--- config.mk ---
export PLATFORM = sky130hd
export DESIGN_NAME = uart_tx_fifo
export DESIGN_NICKNAME = d
export VERILOG_FILES = /design/src/rtl/uart_tx_fifo.sv
export SDC_FILE = /design/constraint.sdc
export NUM_CORES = 1
export LEC_CHECK = 0
export ABC_AREA = 1
export ABC_CLOCK_PERIOD_IN_PS = 5800
export CORE_MARGIN = 2
export CORE_UTILIZATION = 60
export CTS_CLUSTER_SIZE = 30
export DETAILED_ROUTE_END_ITERATION = 6
export PLACE_DENSITY_LB_ADDON = 0.05
export SLEW_MARGIN = 25
export SYNTH_ARGS = -nofsm -noshare
export SYNTH_HDL_FRONTEND = slang
export SYNTH_SLANG_ARGS = --single-unit
--- constraint.sdc ---
create_clock -name clk -period 5.8 [get_ports clk]
set_input_delay 0.58 -clock clk [delete_from_list [all_inputs] [get_ports clk]]
set_output_delay 0.58 -clock clk [all_outputs]
set_load 0.01 [all_outputs]
--- src/rtl/uart_tx_fifo.sv ---
// uart_tx_fifo: byte FIFO feeding an 8N1 UART transmitter.
// A byte leaves the FIFO when its frame starts, so fifo_count never includes
// the byte in the shifter. A STOP bit that ends with data queued rolls
// straight into the next START bit, so frames can run back to back.
module uart_tx_fifo #(
  parameter int CLK_PER_BIT = 5,
  parameter int FIFO_DEPTH  = 16
) (
  input  logic                          clk,
  input  logic                          rst,
  input  logic [7:0]                    in_data,
  input  logic                          in_valid,
  output logic                          in_ready,
  output logic                          txd,
  output logic                          busy,
  output logic [$clog2(FIFO_DEPTH):0]   fifo_count
);

  localparam int AW = $clog2(FIFO_DEPTH);
  localparam int CW = AW + 1;

  typedef enum logic [1:0] {IDLE, START, DATA, STOP} state_t;

  state_t         state;
  logic [15:0]    bit_cnt;
  logic [2:0]     bit_idx;
  logic [7:0]     shreg;

  logic [7:0]     mem [FIFO_DEPTH];
  logic [AW-1:0]  wr_ptr;
  logic [AW-1:0]  rd_ptr;

  logic           push;
  logic           pop;
  logic           bit_last;
  logic           frame_next;
  logic [CW-1:0]  count_next;

  // Ready is held high through reset; the reset itself blocks the write.
  assign in_ready   = rst || (fifo_count != CW'(FIFO_DEPTH));
  assign push       = in_valid && in_ready && !rst;
  assign bit_last   = (bit_cnt == 16'(CLK_PER_BIT - 1));
  // Pop when idle, or on the final cycle of a stop bit, provided data waits.
  assign pop        = (fifo_count != '0) &&
                      ((state == IDLE) || ((state == STOP) && bit_last));
  assign count_next = fifo_count + CW'(push) - CW'(pop);

  // Whether a frame will be on the line after the coming edge.
  always_comb begin
    frame_next = 1'b1;
    case (state)
      IDLE:    frame_next = pop;
      STOP:    frame_next = !bit_last || pop;
      default: frame_next = 1'b1;
    endcase
  end

  // FIFO storage; contents are not reset, only the pointers are.
  always_ff @(posedge clk) begin
    if (push) mem[wr_ptr] <= in_data;
  end

  // Pointers, occupancy and busy; pointers wrap on their natural width.
  always_ff @(posedge clk) begin
    if (rst) begin
      wr_ptr     <= '0;
      rd_ptr     <= '0;
      fifo_count <= '0;
      busy       <= 1'b0;
    end else begin
      if (push) wr_ptr <= wr_ptr + AW'(1);
      if (pop)  rd_ptr <= rd_ptr + AW'(1);
      fifo_count <= count_next;
      busy       <= frame_next || (count_next != '0);
    end
  end

  // Transmit FSM: START, 8 data bits LSB first, STOP; txd is registered.
  always_ff @(posedge clk) begin
    if (rst) begin
      state   <= IDLE;
      txd     <= 1'b1;
      bit_cnt <= '0;
      bit_idx <= '0;
      shreg   <= '0;
    end else begin
      case (state)
        IDLE: begin
          txd     <= 1'b1;
          bit_cnt <= '0;
          bit_idx <= '0;
          if (pop) begin
            shreg <= mem[rd_ptr];
            state <= START;
            txd   <= 1'b0;
          end
        end
        START: begin
          if (bit_last) begin
            bit_cnt <= '0;
            bit_idx <= '0;
            txd     <= shreg[0];
            shreg   <= {1'b0, shreg[7:1]};
            state   <= DATA;
          end else begin
            bit_cnt <= bit_cnt + 16'd1;
          end
        end
        DATA: begin
          if (bit_last) begin
            bit_cnt <= '0;
            if (bit_idx == 3'd7) begin
              txd   <= 1'b1;
              state <= STOP;
            end else begin
              bit_idx <= bit_idx + 3'd1;
              txd     <= shreg[0];
              shreg   <= {1'b0, shreg[7:1]};
            end
          end else begin
            bit_cnt <= bit_cnt + 16'd1;
          end
        end
        STOP: begin
          if (bit_last) begin
            bit_cnt <= '0;
            bit_idx <= '0;
            if (pop) begin
              shreg <= mem[rd_ptr];
              txd   <= 1'b0;
              state <= START;
            end else begin
              txd   <= 1'b1;
              state <= IDLE;
            end
          end else begin
            bit_cnt <= bit_cnt + 16'd1;
          end
        end
        default: begin
          state <= IDLE;
          txd   <= 1'b1;
        end
      endcase
    end
  end

endmodule

==> results by group <==
Worst setup path
  • CP Max Fanout: 21
  • WS Path Type: input port to register
  • Worst EP required: slightly above 6000 ps
  • Worst setup startpoint: rst
  • Crit-path slowest cell: clkdlybuf4s50_1
  • Top delay family on crit path: buffers and inverters
  • Worst Setup End Kind: register
  • CP max stage delay: about 840 ps
  • Reg-to-Reg Start: fifo_count[2]
  • Worst Path Arrival: 3950 ps
  • Crit path cell chain: clkdlybuf4s50_1 > inv_1 > nand3_1 > ha_1 > inv_1 > ha_1 > fa_1 > nor3_1 > nand3_1 > a21oi_1 > nand2_1 > nor2_1 > a21oi_1
  • Crit start category: input port
  • Count of buffer and inverter cells on the critical path: 3

Global route
  • Global-route wire length before repair: 27,500 um
  • Largest net degree at the start of global routing: 73
  • Vias in the first global route: around 5,400
  • GR Util All Layers: about a quarter
  • Total global routing overflow: 0
  • Initial antenna violation count: 0

Timing
  • Slew Viols, Final: 0
  • Slew headroom: between 30% and 40%
  • Final period utilization: 63.2%
  • Fin crit period: 3670 ps
  • Setup WS post-layout: 2130 ps
  • Clock Skew: 11.7 ps
  • Hold Fails Final Rpt: 0
  • Setup Viol. Count Final: 0
  • Setup TNS: 0 ps
  • RSZ-0062 raised after global routing: no
  • Slew @ Worst Pin: 979 ps
  • Fmax: approximately 0.27 GHz

Layout
  • Reg area: just under 5000 sq um
  • Fin cells: 1,042
  • N_diodes: 0
  • P&R area growth vs syn: 9.91%
  • Fillers: 1,029
  • Final core occ: 66.8%
  • Most frequent cells in the layout: 188 x nand2_1, 128 x edfxtp_1, 115 x nor2_1, 112 x inv_1, 80 x nand3_1
  • Share of layout cells above drive strength 1: 5.66%
  • Commonest non-fill, non-tap cell in the layout: nand2_1
  • Multi-input logic area: 2530 sq um
  • Final #Nets: 885

Clock network
  • Clk Latency, worst-skew pair: 430 ps
  • CTS resizes: 0
  • Cts hold-fix bufs: 0
  • Max H-tree Level: 4
  • CTS tree: done
  • Clock-pin slew on the worst setup and hold paths: 60 ps
  • Clk buf depth: 2
  • Clock root buffer: clkbuf_16
  • CTS sink cnt: 176
  • CTS buffer count: 17
  • Post-CTS Setup Bufs: 0

Power
  • Power, Total: 3770 uW
  • Peak VDD IR: around 350 uV
  • Total internal power: 2440 uW
  • P_leak: between 0.003 and 0.004 uW
  • Gate power share: 33.1%
  • Sequential power share: 39.2%
  • Clock power share: 27.7%
  • Power Density: 431 nW/um^2
  • Psw: ~1300 uW
  • Switching share of power: 35.2%

Place
  • Post-place setup slack: 1720 ps
  • Routability cong.: 0.886
  • Placed Cells incl. Taps: about 1,000
  • HPWL after DPL: 11,400 um
  • Input/output buffers: 18

Yosys
  • Register area share after synthesis: 60.4%
  • Synth area leaders: edfxtp_1 48%, dfxtp_1 12%, nand2_1 8.9%, nor2_1 5.4%, inv_1 5.3%
  • #FFs+latches synth: 176
  • Syn nets: ~880
  • Syn_area_per_cell: 9.40 sq um
  • Post-synth EDFFs: 128
  • Distinct cells, synth: 41
  • Post-synthesis cell count: about 850
  • Yosys top cell area share: 48.3%
  • Most used DFF post-synth: edfxtp_1
  • Synth Warn #: 0
  • Mapped Area: 7950 sq um
  • Async SR Flop Fraction: 0%
  • Biggest area consumer among synthesized cells: edfxtp_1

Detailed routing
  • Drt initial violations: 614
  • DRC Markers: 0
  • WL final: 17,300 um
  • Routed Antenna Nets: 0
  • Router iterations before antenna repair: 5
  • Routed len/inst: about 17 um
  • Drt via density: 5.35
  • Via count: 5,577

Die
  • Chip width: approximately 120 um
  • Die area: approximately 14,000 sq um
  • I/O pins: 19
  • Starting density of the core: 60.8%
  • Die H: approximately 120 um
  • Rows: 42
  • Core Box Area: 13,100 sq um

Status
  • Status: complete, no violations

Hold path
  • Critical hold path startpoint: bit_cnt[0]
  • Worst Hold Class: register to register

Flow run
  • # Max-Cap Violations: 0
==> area by class of cell <==
class | instances | share of cell area (%)
Clock buffer | 28 | 5.93
Multi-Input combinational cell | 520 | 29.0
Inverter | 118 | 5.07
Sequential cell | 176 | 55.0
Tap cell | 176 | 2.52
Timing Repair Buffer | 20 | 2.23
Clock inverter | 4 | 0.315
==> registers in the layout, summed over array words and instances, names as in the netlist, named ones only <==
| register | cells |
|---|---|
| bit_cnt | 16 |
| bit_idx | 3 |
| busy | 1 |
| fifo_count | 5 |
| mem | 128 |
| rd_ptr | 4 |
| shreg | 8 |
| state | 2 |
| txd | 1 |
| wr_ptr | 4 |
==> cell usage after synthesis (2+ instances only) <==
| master | n |
|---|---|
| nand2_1 | 188 |
| edfxtp_1 | 128 |
| nor2_1 | 115 |
| inv_1 | 112 |
| nand3_1 | 80 |
| dfxtp_1 | 48 |
| a21oi_1 | 34 |
| o21ai_0 | 25 |
| ha_1 | 20 |
| buf_2 | 15 |
| clkbuf_1 | 11 |
| nor3_1 | 11 |
| o211ai_1 | 9 |
| nor2_2 | 5 |
| inv_2 | 4 |
| nand4_1 | 4 |
| a211oi_1 | 3 |
| nand3_2 | 3 |
| buf_4 | 2 |
| buf_6 | 2 |
| clkinv_1 | 2 |
| nand2_2 | 2 |
| nor2_4 | 2 |
| nor3b_1 | 2 |
| xnor2_1 | 2 |
| xor2_1 | 2 |
==> metrics by stage <==
stage | area (sq um) | hold slack, ps
6_report | 8740 | 469
2_1_floorplan | 7950 | 430
5_1_grt | 8740 | 477
4_1_cts | 8740 | 469
3_3_place_gp | 8200 | 439
3_5_place_dp | 8200 | 458
==> worst reg2reg max path: cells and delay by family (launching register included) <==
family                   cells  cell delay [ps]
AND/OR/NAND/NOR              8              990
AO/OA/AOI/OAI                2              190
adder cells (fa/ha/maj)      4             1120
flip-flops                   1              380
buffers and inverters        3              210
==> path summary, 6_finish.rpt <==
path | depth (start not counted) | slack (ps) | to
max | 13 | 2130 | busy
min | 1 | 470 | bit_cnt[0]
max reg2reg | 17 | 2760 | busy
min reg2reg | 1 | 470 | bit_cnt[0]
==> power by group through the flow <==
stage | combinational (uW) | clock, uW | sequential, uW
after CTS | 1240 | 1060 | 1480
after global routing | 1400 | 1110 | 1480
after global placement | 1200 | 0 | 1500
after detailed placement | 1230 | 0 | 1500
final | 1250 | 1040 | 1480
after floorplan | 952 | 0 | 1490
==> cell families (layout without fill, tap and decap cells) <==
kind of cell	after synthesis	in the layout	synth area share (%)
AOI/OAI and AO/OA	78	78	5.60
xor gates and xnor gates	4	4	0.441
adders and majority gates	21	21	3.40
buffers and inverters	150	170	7.75
DFF	176	176	60.4
and+or+nand+nor	417	417	22.4
==> per-layer routing <==
layer / wire, um / up-vias / track usage [%]
met5: 0 / - / 0
met4: 312 / 0 / 10.2
met3: 1220 / 26 / 5.22
met2: 8020 / 176 / 39.3
met1: 7720 / 2598 / 36.5
li1: - / 2777 / -
Note: power is estimated with default switching activity, not from simulation.
